<file path="src/rtl/sdram_pkg.sv">
// sdram_pkg: shared state encodings, SDRAM command constants and requester ids
package sdram_pkg;
  typedef enum logic [2:0] {
    S_INIT  = 3'd0,
    S_ARBIT = 3'd1,
    S_AREF  = 3'd2,
    S_WRITE = 3'd3,
    S_READ  = 3'd4
  } state_t;
  typedef enum logic [1:0] {REQ_INIT, REQ_AREF, REQ_WRITE, REQ_READ} req_t;
  localparam logic [3:0] CMD_NOP  = 4'b0111;
  localparam logic [3:0] CMD_PRE  = 4'b0010;
  localparam logic [3:0] CMD_AREF = 4'b0001;
  localparam logic [3:0] CMD_MRS  = 4'b0000;
  localparam logic [3:0] CMD_ACT  = 4'b0011;
  localparam logic [3:0] CMD_WR   = 4'b0100;
  localparam logic [3:0] CMD_RD   = 4'b0101;
endpackage

</file>
<file path="src/rtl/sdram_grant_wdog.sv">
// sdram_grant_wdog: saturating grant-hold counter with expiry flag and error pulse
module sdram_grant_wdog #(
  parameter int TIMEOUT_CYC = 1024
) (
  input  logic sclk,
  input  logic srst,
  input  logic clr,
  input  logic en,
  input  logic done,
  output logic expire,
  output logic err_timeout
);
  localparam int CW = $clog2(TIMEOUT_CYC);
  localparam logic [CW-1:0] MAX = CW'(TIMEOUT_CYC - 1);
  logic [CW-1:0] cnt;
  assign expire = en & (cnt == MAX);
  // count grant cycles, clear on state change, hold at the limit
  always_ff @(posedge sclk)
    if (srst || clr) cnt <= '0;
    else if (en && cnt != MAX) cnt <= cnt + 1'b1;
  // a real end pulse on the expiry cycle suppresses the error
  always_ff @(posedge sclk)
    err_timeout <= ~srst & expire & ~done;
endmodule

</file>
<file path="src/rtl/sdram_arbiter.sv">
// sdram_arbiter: command-bus arbiter for init, refresh, write and read requesters
module sdram_arbiter
  import sdram_pkg::*;
#(
  parameter int ADDR_W      = 12,
  parameter int BANK_W      = 2,
  parameter int DQ_W        = 16,
  parameter int TIMEOUT_CYC = 1024
) (
  input  logic              sclk,
  input  logic              srst,
  input  logic              flag_init_end,
  input  logic [3:0]        init_cmd,
  input  logic [ADDR_W-1:0] init_addr,
  input  logic              flag_aref_ask,
  input  logic              flag_aref_end,
  input  logic [3:0]        aref_cmd,
  input  logic [ADDR_W-1:0] aref_addr,
  input  logic              flag_wr_ask,
  input  logic              flag_wr_end,
  input  logic [3:0]        write_cmd,
  input  logic [ADDR_W-1:0] write_addr,
  input  logic [BANK_W-1:0] write_bank,
  input  logic [DQ_W-1:0]   write_data,
  input  logic              flag_rd_ask,
  input  logic              flag_rd_end,
  input  logic [3:0]        read_cmd,
  input  logic [ADDR_W-1:0] read_addr,
  input  logic [BANK_W-1:0] read_bank,
  output logic              aref_en,
  output logic              wr_en,
  output logic              rd_en,
  output logic [3:0]        sdram_cmd,
  output logic [ADDR_W-1:0] sdram_addr,
  output logic [BANK_W-1:0] sdram_bank,
  output logic [DQ_W-1:0]   sdram_dq_out,
  output logic              sdram_dq_oe,
  output logic              err_timeout,
  output logic [2:0]        grant_state
);
  state_t state, state_nxt;
  req_t   last_grant;
  logic   busy, done, expire;
  assign busy = state == S_AREF || state == S_WRITE || state == S_READ;
  assign done = state == S_AREF  ? flag_aref_end :
                state == S_WRITE ? flag_wr_end   :
                state == S_READ  ? flag_rd_end   : 1'b0;
  sdram_grant_wdog #(.TIMEOUT_CYC(TIMEOUT_CYC)) u_wdog (
    .sclk        (sclk),
    .srst        (srst),
    .clr         (state_nxt != state),
    .en          (busy),
    .done        (done),
    .expire      (expire),
    .err_timeout (err_timeout)
  );
  // next state: refresh first, then write/read round-robin on ties
  always_comb begin
    state_nxt = state;
    case (state)
      S_INIT:  state_nxt = flag_init_end ? S_ARBIT : S_INIT;
      S_ARBIT: state_nxt = flag_aref_ask ? S_AREF :
                           (flag_wr_ask && flag_rd_ask) ? (last_grant == REQ_READ ? S_WRITE : S_READ) :
                           flag_wr_ask ? S_WRITE :
                           flag_rd_ask ? S_READ : S_ARBIT;
      S_AREF, S_WRITE, S_READ: state_nxt = (done || expire) ? S_ARBIT : state;
      default: state_nxt = S_INIT;
    endcase
  end
  // state register
  always_ff @(posedge sclk)
    state <= srst ? S_INIT : state_nxt;
  // remember the last data grant so the next tie goes the other way
  always_ff @(posedge sclk)
    if (srst) last_grant <= REQ_READ;
    else if (state == S_ARBIT && state_nxt == S_WRITE) last_grant <= REQ_WRITE;
    else if (state == S_ARBIT && state_nxt == S_READ) last_grant <= REQ_READ;
  // command-bus mux driven from the registered state
  always_comb begin
    sdram_cmd  = state == S_INIT  ? init_cmd  :
                 state == S_AREF  ? aref_cmd  :
                 state == S_WRITE ? write_cmd :
                 state == S_READ  ? read_cmd  : CMD_NOP;
    sdram_addr = state == S_INIT  ? init_addr  :
                 state == S_AREF  ? aref_addr  :
                 state == S_WRITE ? write_addr :
                 state == S_READ  ? read_addr  : '0;
    sdram_bank = state == S_WRITE ? write_bank :
                 state == S_READ  ? read_bank  : '0;
  end
  assign aref_en      = state == S_AREF;
  assign wr_en        = state == S_WRITE && !flag_aref_ask;
  assign rd_en        = state == S_READ && !flag_aref_ask;
  assign sdram_dq_oe  = state == S_WRITE;
  assign sdram_dq_out = write_data;
  assign grant_state  = state;
endmodule
</file>
<file path="config.mk">
export PLATFORM = sky130hd
export DESIGN_NAME = sdram_arbiter
export DESIGN_NICKNAME = d
export VERILOG_FILES = /design/src/rtl/sdram_pkg.sv /design/src/rtl/sdram_grant_wdog.sv /design/src/rtl/sdram_arbiter.sv
export SDC_FILE = /design/constraint.sdc
export NUM_CORES = 1
export LEC_CHECK = 0
export ABC_AREA = 1
export CAP_MARGIN = 20
export CORE_MARGIN = 5
export CORE_UTILIZATION = 40
export CTS_CLUSTER_DIAMETER = 40
export CTS_CLUSTER_SIZE = 28
export DETAILED_ROUTE_END_ITERATION = 10
export DONT_BUFFER_PORTS = 1
export GPL_TIMING_DRIVEN = 0
export PLACE_DENSITY = 0.61
export SLEW_MARGIN = 10
export SYNTH_ARGS = -nofsm -noshare
export SYNTH_HDL_FRONTEND = slang
export SYNTH_SLANG_ARGS = --single-unit
</file>
<file path="constraint.sdc">
create_clock -name sclk -period 2.2 [get_ports sclk]
set_input_delay 0.44 -clock sclk [delete_from_list [all_inputs] [get_ports sclk]]
set_output_delay 0.44 -clock sclk [all_outputs]
set_load 0.01 [all_outputs]
</file>
Word-level counts from Yosys, hierarchy flattened
Cells that the tools add are included.
- flip-flop bits (word level): 15
- output and inout port bits: 42
- bits of input ports: 93
- bitwise logic cells: 5
- multiplexer cells: 23
- equal/unequal tests: 9
- add/subtract/negate cells: 1
- reductions and logical operators: 14
- operators with widths (cell ; number):
    12-bit two-way mux ; 4
    3-bit two-way mux ; 6
    4-bit two-way mux ; 4
    10-bit by 1-bit adder with 10-bit output (second input constant) ; 1
    10-bit equality test (second input constant) ; 1
    10-bit inequality test (second input constant) ; 1
    3-bit by 2-bit equality test with 1-bit output (second input constant) ; 3
    3-bit one-hot mux with 3 select lines ; 1
    3-bit equality test (second input constant) ; 2
    1-bit logical AND ; 6
    1-bit two-way mux ; 6
    1-bit logical OR ; 4
    2-bit two-way mux ; 2
    1-bit AND ; 3
    3-bit by 1-bit equality test with 1-bit output (second input constant) ; 1
    3-bit logical NOT ; 1
    3-bit inequality test ; 1
    3-bit OR reduction ; 1
    1-bit NOT ; 2
    2-bit nonzero test ; 1
    1-bit logical NOT ; 1

Logic depth before layout (Yosys ltp)
Gate-level depths: netlist (run 1).
- word-level depth: 11
- gate-level depth with buffers: 12

By module
From an unflattened synthesis (run 1), not the netlist that was laid out.
- cell total of the unflattened synthesis: 264
- area, all modules: 1576.5 um2
- by module, submodules not included (module ; sequential area each (um2) ; cells each ; area each (um2) ; instances):
    sdram_arbiter ; 80.1 ; 159 ; 897.1 ; 1
    sdram_grant_wdog ; 220.2 ; 105 ; 679.4 ; 1

Least setup slack after synthesis (run 1)
OpenSTA, ideal clock, no wires.
- kind: flip-flop to output port
- start: register state[1] (netlist: grant_state[1])
- end: output sdram_addr[10]
- buffers on the path: 1
- stages on the path, launching flop included: 8
- setup slack: 0.353 ns
- arrival: 1.407 ns
- cell sequence: dfxtp_1 > inv_1 > nor2_1 > nand2_1 > clkinv_1 > buf_1 > nand2_1 > nand4_1
- elaborated cells on any way between the ends: 8
- those cells by class: 3 x eq/ne; 4 x mux; 1 x reduce/logical
- RTL lines (item ; RTL line ; source):
    from (decl) ; sdram_arbiter.sv:41 ; state_t state, state_nxt;
    from (signal assigned) ; sdram_arbiter.sv:72 ; state <= srst ? S_INIT : state_nxt;
    3-bit by 2-bit equality test with 1-bit output ; n/a ;
    via sdram_dq_oe ; sdram_arbiter.sv:37 ; output logic sdram_dq_oe,
    12-bit two-way mux ; sdram_arbiter.sv:86 ; state == S_WRITE ? write_addr :
    12-bit two-way mux ; sdram_arbiter.sv:85 ; state == S_AREF ? aref_addr :
    12-bit two-way mux ; sdram_arbiter.sv:84 ; sdram_addr = state == S_INIT ? init_addr :
    to (decl) ; sdram_arbiter.sv:34 ; output logic [ADDR_W-1:0] sdram_addr,
The timed path passes the listed nets, and every way through them passes these cells.

Worst setup path in the final report (run 1)
- start: register state[1] (netlist: grant_state[1])
- end: output sdram_addr[5]
The elaborated chain is that of the path after synthesis.

==> results.yml, run 1 <==
clock_network:
  h-tree-depth: 1
  clk_pin_slew_ps: 90
  root_buffer: "clkbuf_4"
  numCtsBuffers: 3
  cts_buffer_depth: 2
  cts_num_sinks: 15
  cts_hold_buffers: 0
  insertion_delay_ps: 280
  tritoncts: "yes"
synth:
  ys_seq_elements: 15
  yosys_most_used_dff: "dfxtp_1"
  syn-cell-area_mm2: 0.001421
  synth_async_sr_flop_share: 0
  syn_inst: 247
  syn_nets: 341
  synth_edf_count: 0
  ys_seq_area_frac: 0.2113
  avgSynthCellArea_um2: 5.755
  ys_warn_count: 0
  yosysUniqueCellTypes: 27
final_layout:
  final_layout_size_suffix_gt1_frac: 0.1833
  multiInputGateArea_um2: 885.9
  num-nets-final: 346
  syn2layout_area_growth_pct: 7.306
  ff_latch_area_um2: 304.0
  nFillCells: 374
  diodes: 0
placed_design:
  io_buffers: 0
  hpwl_mm: 3.897
  place.gp.congestion: 0.8830
  pre_cts_ws_ps: -16.55
global_route:
  grt_pass1_wl_mm: 7.100
  antenna_found_initial: 0
  grt.overflow.total: 0
  grt_max_degree: 11
  grt_pass1_vias: 1402
  grtUsageTotal: 0.1743
power:
  p_per_area_mw_per_mm2: 475.4
  power_uw: 725.1
  p_leak_nw: 0.6608
  vdd_drop_max_mv: 0.3714
setup_path:
  cp_max_fo: 10
  r2r_start: "u_wdog.cnt[0]"
  crit_slowest_cell: "dfxtp_2"
  r2r_setup_slack_ps: 370
  critPathCaptureType: "output port"
  criticalPathCategory: "reg -> out"
  cpPeakStageDelay_ps: 420
  reg2regPathDepth: 10
  r2r_end: "u_wdog.cnt[8]"
  crit_required_ps: 1760
  path_cells: "inv_1, nor2_2, nand2_2, clkinv_2, clkbuf_4, nand2_1, nand4_1"
  cp.arrival_ps: 1620
  cp-start-kind: "flop"
floorplanning:
  io_pins: 135
  core_mm2: 0.003390
  rows: 21
  start_util: 0.4193
  die_w_um: 69.61
  dieArea_mm2: 0.004846
  die_height_um: 69.61
drt:
  drt_iter0_drc: 60
  post_drt_wl_per_cell_um: 15.59
  drtPass1Iterations: 4
  final_antenna_net_count: 0
  wl_mm: 4.630
  viasPerCell: 5.175
  drc: 0
  via_count: 1537
hold_path:
  hp-class: "in -> reg"
  worstHoldStart: "srst"
  min_to: "grant_state[1]"
  hold_depth: 1
timing:
  max-slew-margin-rel: 0.7464
  min_period_ps: 2055
  fin_skew_ps: 6.585
  hold_violations: 0
  tightest_slew_ps: 376.4
  fmax_ghz: 0.4866
  finalSetupViolations: 0
  layout_worst_path_cycle_share: 0.9342
  finalMaxSlewViolations: 0
  worst_slack_ps: 144.8
run:
  cap_violations: 0
status:
  status: "complete, no violations"
registers in the layout (all words and copies together), names as in the netlist:
register / flops
u_wdog.cnt: 10
grant_state: 3
last_grant: 1
u_wdog.err_timeout: 1
how the worst max path moves through the flow:
stage | start | to | slack, ps
6_report | grant_state[1] | sdram_addr[5] | 140
2_1_floorplan | grant_state[1] | sdram_addr[10] | 350
4_1_cts | grant_state[1] | sdram_addr[5] | 8
5_1_grt | grant_state[1] | sdram_addr[5] | -9
3_3_place_gp | grant_state[1] | sdram_addr[5] | 6
3_5_place_dp | grant_state[1] | sdram_addr[9] | -20
cells in the mapped netlist, drive strengths merged, types with 3 or more instances:
library cell | number | area (um^2)
nand2 | 99 | 389.1
inv | 27 | 101.4
nor2 | 27 | 121.4
buf | 17 | 123.9
dfxtp | 15 | 300.3
nand4 | 14 | 87.58
nand3 | 8 | 45.04
a21oi | 7 | 35.03
o21ai | 7 | 35.03
nor3 | 5 | 25.02
xnor2 | 5 | 43.79
xor2 | 4 | 35.03
clkbuf | 3 | 11.26
cell type report:
cell class              instances  share of cell area
clock buffers                   4             0.01723
multi-input cells             184              0.5808
plain buffers                  20             0.09516
well taps                      46             0.03774
inverters                      28             0.06973
flip-flops and latches         15              0.1993
where the power goes:
part	switching [mW]	internal, mW
registers	0.0147	0.279
clock network	0.0916	0.0702
logic	0.184	0.0855
critical path, delay by kind of cell (launching register included):
kind	cells	cell delay (ps)
buf+inv	3	440
flops	1	420
simple gates	4	480
logic make-up (layout without fill, tap and decap cells):
group	after synthesis	count (layout)	synth area share
DFF	15	15	0.2113
and+or+nand+nor	154	154	0.4753
adders and majority gates	1	1	0.008801
buffers and inverters	48	52	0.1690
xor gates and xnor gates	9	9	0.05545
AOI/OAI and AO/OA	20	20	0.08011
what timing repair did:
action,in CTS,in global routing
setup buffers,0,0
resized for setup,9,6
endpoints found under the setup margin,13,12
stage by stage:
step / hold WS (ps) / TNS (ps) / instance area [um^2] / utilization / std cells
6_report: 211.2 / 0 / 1525 / 0.4500 / 297
5_1_grt: 181.0 / -10.56 / 1525 / 0.4500 / 297
4_1_cts: 200.5 / 0 / 1516 / 0.4474 / 297
3_5_place_dp: 454.6 / -28.24 / 1479 / 0.4363 / 293
3_3_place_gp: 453.3 / 0 / 1479 / 0.4363 / 293
2_1_floorplan: 434.3 / 0 / 1421 / - / 247
cells in the final DEF (no fill, tap or decap), drive strengths merged, types with 2 or more instances in the layout:
master  count
nor3        5
xor2        4
nand4      14
nand2      99
buf        17
o22ai       2
o21ai       7
nand3       8
a21oi       7
xnor2       5
nor2       27
a22o        2
clkbuf      7
dfxtp      15
inv        27
per-layer routing:
layer	part of all wire	global-route usage	wire, um	up-vias
met2	0.51	0.3178	2357	86
met1	0.38	0.2038	1762	666
met5	0	0	0	-
met4	0.0041	0.01277	19	0
li1	-	-	-	783
met3	0.11	0.06087	491	2
(Power assumes the default switching activity.)
==> run 2, diff against run 1 <==
==> constraint.sdc (replaced) <==
create_clock -name sclk -period 2.2 [get_ports sclk]
set_input_delay 0.44 -clock sclk [delete_from_list [all_inputs] [get_ports sclk]]
set_output_delay 0.44 -clock sclk [all_outputs]
set_load 0.1 [all_outputs]
==> run 2 against run 1 <==
The run now ends with negative setup slack left. Die area unchanged. Sequential power is 11% higher. Critical path depth decreased by 3. Total power increased by 110%. Clock-buffer cell count is 1 lower. Utilization is 19 points higher. Global-route usage rose by 1.4 points. Clock power is essentially flat. Routed wire length up 12%. Critical endpoint is now sdram_cmd[2]. Largest cell class unchanged.
==> results.yml, run 2 (synthesized netlist as in run 1, its figures left out) <==
status:
  status: "finished with violations"
  violations: "negative setup slack"
clock_network:
  cts_buffer_depth: 2
  cts_num_sinks: 15
  clk_pin_slew_ps: 100
  h-tree-depth: 1
  tritoncts: "yes"
  root_buffer: "clkbuf_4"
  insertion_delay_ps: 290
  numCtsBuffers: 3
  cts_hold_buffers: 0
placed_design:
  dpl_cell_area_mm2: 0.001823
  hpwl_mm: 3.688
  place.gp.congestion: 0.8360
  io_buffers: 0
  dp_cells: 306
timing:
  tightest_slew_ps: 988.6
  worst_slack_ps: -269.8
  fmax_ghz: 0.4049
  layout_worst_path_cycle_share: 1.123
  timing.hold.ws_ps: 188.5
  finalSetupViolations: 19
  finalMaxSlewViolations: 0
  hold_violations: 0
  rsz0062_at_grt: "true"
  max-slew-margin-rel: 0.3388
  min_period_ps: 2470
  fin_skew_ps: 14.42
drt:
  drt_iter0_drc: 82
  post_drt_wl_per_cell_um: 16.00
  via_count: 1664
  viasPerCell: 5.120
  wl_mm: 5.200
  drtPass1Iterations: 4
  drc: 0
  final_antenna_net_count: 0
hold_path:
  hp-class: "in -> reg"
  hold_depth: 1
floorplanning:
  die_height_um: 69.61
  die_w_um: 69.61
  rows: 21
  core_mm2: 0.003390
  start_util: 0.4193
  io_pins: 135
  dieArea_mm2: 0.004846
global_route:
  grtUsageTotal: 0.1881
  grt.overflow.total: 0
  antenna_found_initial: 0
  grt_pass1_vias: 1561
  grt_max_degree: 11
  grt_pass1_wl_mm: 7.686
setup_path:
  crit_required_ps: 1760
  path_cells: "nor2_4, nand2_4, o22ai_4, nor3_4"
  path_buf_inv: 0
  worst-path-stages: 4
  crit_slowest_cell: "nor3_4"
  criticalPathCategory: "reg -> out"
  reg2regPathDepth: 11
  critPathTopFamily: "simple AND/OR/NAND/NOR gates"
  cp.arrival_ps: 2030
  cp-start-kind: "flop"
  critPathCaptureType: "output port"
  cpPeakStageDelay_ps: 800
  cp_max_fo: 6
power:
  switching_share: 0.5814
  power.internal_uw: 636.8
  power.switching_uw: 884.5
  p_leak_nw: 0.9477
  comb_power_share: 0.677
  p_clk_frac: 0.108
  vdd_drop_max_mv: 0.3607
  sequentialPowerShare: 0.215
  p_per_area_mw_per_mm2: 704.1
final_layout:
  diodes: 0
  instances_no_fill: 325
  final_layout_size_suffix_gt1_frac: 0.3584
  syn2layout_area_growth_pct: 52.02
  num-nets-final: 374
  final_common_cell: "nand2_1"
  top_register: "u_wdog.cnt"
  fin_area_mm2: 0.002161
  mostFrequentLayoutCells: "nand2_1 (79), buf_4 (26), inv_1 (21), nor2_1 (17)"
  largest_reg_flops: 10
run:
  cap_violations: 0
-- run 2: cell types whose count changed in the layout (fill, tap and decap cells not counted), sizes merged --
cell / before / now
buf: 17 / 43
clkbuf: 7 / 8
clkinv: 1 / 2
-- run 2: worst paths after layout --
kind	to	from	slack (ps)
worst max register to register	u_wdog.cnt[1]	grant_state[2]	290
worst min register to register	last_grant[0]	last_grant[0]	480
worst max-delay path	sdram_cmd[2]	grant_state[0]	-270
worst min-delay path	grant_state[0]	srst	190
-- run 2: layout make-up --
class / count / area [um^2]
inverters: 28 / 115.1
repair buffers: 28 / 414.1
plain buffers: 20 / 186.4
well taps: 46 / 57.56
fillers: 307 / 1229
flip-flops and latches: 15 / 311.5
multi-input cells: 184 / 1049
clock buffers: 3 / 22.52
clock inverters: 1 / 5.005
-- run 2: per-stage QoR --
| stage | TNS, ps | utilization | setup WS [ps] | power, mW |
|---|---|---|---|---|
| after global routing | -4630 | 0.6375 | -343.8 | 1.582 |
| after detailed placement | -156.4 | 0.5378 | -118.3 | 1.272 |
| after CTS | -2613 | 0.6109 | -287.8 | 1.509 |
| after floorplan | -2542 | - | -223.5 | 1.072 |
| after global placement | -4800 | 0.4721 | -418.3 | 1.118 |
| final | -2953 | 0.6375 | -269.8 | 1.521 |
-- run 2: timing repair --
| action | 4_1_cts | 5_1_grt |
|---|---|---|
| pin swaps | 8 | 7 |
| gates resized for setup | 28 | 19 |
| cloned | 2 | 0 |
| buffers inserted | 8 | 5 |
| setup endpoints to repair | 17 | 19 |
-- run 2: power by group through the flow --
stage | combinational [mW] | clock (mW) | sequential (mW)
5_1_grt | 1.07 | 0.186 | 0.329
2_1_floorplan | 0.742 | 0 | 0.329
3_3_place_gp | 0.786 | 0 | 0.332
6_report | 1.03 | 0.164 | 0.327
3_5_place_dp | 0.940 | 0 | 0.332
4_1_cts | 1.01 | 0.171 | 0.326
-- run 2: layer usage --
metal	share of wire	GRT usage
met5	0	0
met4	0.0079	0.03191
met3	0.089	0.06522
met2	0.53	0.3347
met1	0.38	0.2196
-- run 2: worst reg2reg max path, delay by kind of cell, from the launching register on --
kind,cells,cell delay [ps]
simple gates,7,610
compound gates,1,220
flops,1,610
buf+inv,3,350
==> run 3, diff against run 2 <==
ABC_AREA = unset   (was 1)
SKIP_LAST_GASP = 1   (was unset)
==> run 3 against run 2 <==
Synthesized cell count decreased by 8.9%. Sequential share of layout area decreased by 0.20 points. Register-to-register slack got worse by 160 ps. Combinational power about the same. Total power increased by 4.7%. Largest power group unchanged. Largest cell class unchanged. Final area increased by 1.4%. Non-clock buffer count decreased by 2. Sequential cell count unchanged. First-iteration DRC count decreased by 1.2%. The flow still finishes with violations (negative setup slack). Hold slack improved by 60 ps.
==> results.yml, run 3 <==
status:
  status: "finished with violations"
  violations: "negative setup slack"
clock_network:
  numCtsBuffers: 3
  tritoncts: "yes"
  clk_pin_slew_ps: 60
  cts_buffer_depth: 2
  root_buffer: "clkbuf_8"
  insertion_delay_ps: 240
  h-tree-depth: 1
  cts_num_sinks: 15
setup_path:
  criticalPathCategory: "reg -> out"
  cp.arrival_ps: 2090
  critPathMostFrequentCell: "nand2_4"
  crit_required_ps: 1760
  path_cells: "and2b_2, nand2_4, inv_4, buf_12, nand2_4, a21oi_4"
  cpPeakStageDelay_ps: 590
  critPathCaptureType: "output port"
  cp-start-kind: "flop"
  crit_slowest_cell: "a21oi_4"
  cp_max_fo: 6
timing:
  finalSetupViolations: 20
  min_period_ps: 2528
  hold_violations: 0
  layout_worst_path_cycle_share: 1.149
  setup-tns-final_ps: -4100
  worst_slack_ps: -327.8
  timing.hold.ws_ps: 248.0
  rsz0062_at_grt: "true"
  tightest_slew_ps: 930.0
  max-slew-margin-rel: 0.3792
  fmax_ghz: 0.3956
  fin_skew_ps: 2.222
  finalMaxSlewViolations: 0
power:
  vdd_drop_max_mv: 0.3983
  p_per_area_mw_per_mm2: 726.7
  p_leak_nw: 0.9906
  power_mw: 1.592
synth:
  synth.area.top_cells: "dfxtp_1 (20%), buf_4 (7.9%), nand2_1 (7.9%), a21oi_1 (7.6%), a21o_1 (7.0%)"
  synthSimpleGateAreaFrac: 0.3071
  ys_seq_elements: 15
  synthMuxAreaShare: 0.01987
  synth_async_sr_flop_share: 0
  yosysUniqueCellTypes: 48
  ys_warn_count: 0
  yosys_most_used_dff: "dfxtp_1"
  synth_edf_count: 0
  synth_top_family_by_area: "compound AO/OA/AOI/OAI gates"
  synth-compound-area-share: 0.3121
  yosys.cell_count.top_type: "nand2_1"
  syn_inst: 225
  syn-cell-area_mm2: 0.001511
  yosysTopAreaCell: "dfxtp_1"
  syn_nets: 319
  ys_seq_area_frac: 0.1987
  synth_top_area_frac: 0.1987
  synth_adder_area_share: 0.008278
  synth_xor_area_frac: 0.02318
  synth_common_cells: "nand2_1 (32), nor2_1 (27), a21oi_1 (23)"
  avgSynthCellArea_um2: 6.718
drt:
  post_drt_wl_per_cell_um: 18.67
  drtPass1Iterations: 4
  via_count: 1766
  viasPerCell: 5.986
  drt_iter0_drc: 81
  drc: 0
  wl_mm: 5.507
  final_antenna_net_count: 0
final_layout:
  mostFrequentLayoutCells: "buf_4 (30), nor2_1 (23), nand2_1 (19), o21ai_0 (17), a21o_1 (14)"
  final_common_cell: "buf_4"
  instances_no_fill: 295
  largest_reg_flops: 10
  num-nets-final: 342
  top_register: "u_wdog.cnt"
  final_util: 0.5984
  syn2layout_area_growth_pct: 44.95
  fin_area_mm2: 0.002191
  nFillCells: 345
  diodes: 0
  final_layout_size_suffix_gt1_frac: 0.4008
global_route:
  grt_pass1_vias: 1769
  grt.overflow.total: 0
  antenna_found_initial: 0
  grt_pass1_wl_mm: 8.335
  grt_max_degree: 11
  grtUsageTotal: 0.1983
floorplanning:
  rows: 22
  core_mm2: 0.003661
  dieArea_mm2: 0.005108
  start_util: 0.4129
  die_height_um: 71.47
  io_pins: 135
  die_w_um: 71.47
placed_design:
  dpl_cell_area_mm2: 0.001862
  io_buffers: 0
  hpwl_mm: 4.267
  dp_cells: 273
  place.gp.congestion: 0.8302
  pre_cts_ws_ps: -404.0
hold_path:
  hp-class: "in -> reg"
run:
  cap_violations: 0
-- run 3: cell types whose count changed in the layout (fill, tap and decap cells not counted), sizes merged, moves of 3 or more --
| cell | previous run | this run |
|---|---|---|
| nand4 | 14 | 4 |
| xnor2 | 5 | 0 |
| o21ai | 7 | 18 |
| a21o | 0 | 14 |
| mux2i | 0 | 3 |
| a21oi | 7 | 24 |
| nand2 | 99 | 32 |
| inv | 27 | 4 |
| and3 | 0 | 3 |
-- run 3: cell type report --
class / instances / area [um^2] / area share
Buffer: 27 / 249.0 / 0.1136
Clock buffer: 4 / 45.04 / 0.02056
Inverter: 5 / 27.53 / 0.01256
Multi-Input combinational cell: 177 / 1336 / 0.6099
Sequential cell: 15 / 311.5 / 0.1422
Tap cell: 48 / 60.06 / 0.02741
Timing Repair Buffer: 19 / 161.4 / 0.07367
-- run 3: cells by family after synthesis --
| kind of cell | after synthesis |
|---|---|
| AO/OA/AOI/OAI | 74 |
| flip-flops | 15 |
| multiplexers | 3 |
| buffers and inverters | 33 |
| adder cells (fa/ha/maj) | 1 |
| XOR/XNOR | 4 |
| AND/OR/NAND/NOR | 95 |
-- run 3: final timing paths --
check | cells past startpoint | end | slack (ps) | from
worst min-delay path | 1 | grant_state[0] | 250 | srst
worst max-delay path | 6 | sdram_addr[10] | -330 | grant_state[1]
worst max register to register | 8 | u_wdog.cnt[5] | 130 | grant_state[2]
worst min register to register | 2 | u_wdog.cnt[1] | 480 | u_wdog.cnt[1]
-- run 3: routing by layer --
metal	routed length, um	part of all wire	track usage	up-vias
met4	44	0.0080	0.02923	0
met3	606	0.11	0.07433	6
met5	0	0	0	-
met1	2053	0.37	0.2262	836
met2	2803	0.51	0.3571	93
li1	-	-	-	831
-- run 3: critical path, delay by kind of cell, from the launching register on --
kind / cells / cell delay (ps)
AO/OA/AOI/OAI: 1 / 590
buffers and inverters: 2 / 290
flip-flops: 1 / 570
AND/OR/NAND/NOR: 3 / 380
-- run 3: report_power, final --
group          internal, mW  leakage, nW  switching [mW]
clock                 0.128       0.0228          0.0924
sequential            0.278        0.123          0.0426
combinational         0.228        0.844           0.824
total                 0.634        0.991           0.959
-- run 3: repair_timing --
action / in CTS / in global routing
resized for setup: 31 / 8
endpoints found under the setup margin: 21 / 31
endpoints found under the hold margin: 0 / 0
setup buffers: 13 / 6
pin swaps: 29 / 10
gates cloned: 1 / 0
hold buffers: 0 / 0
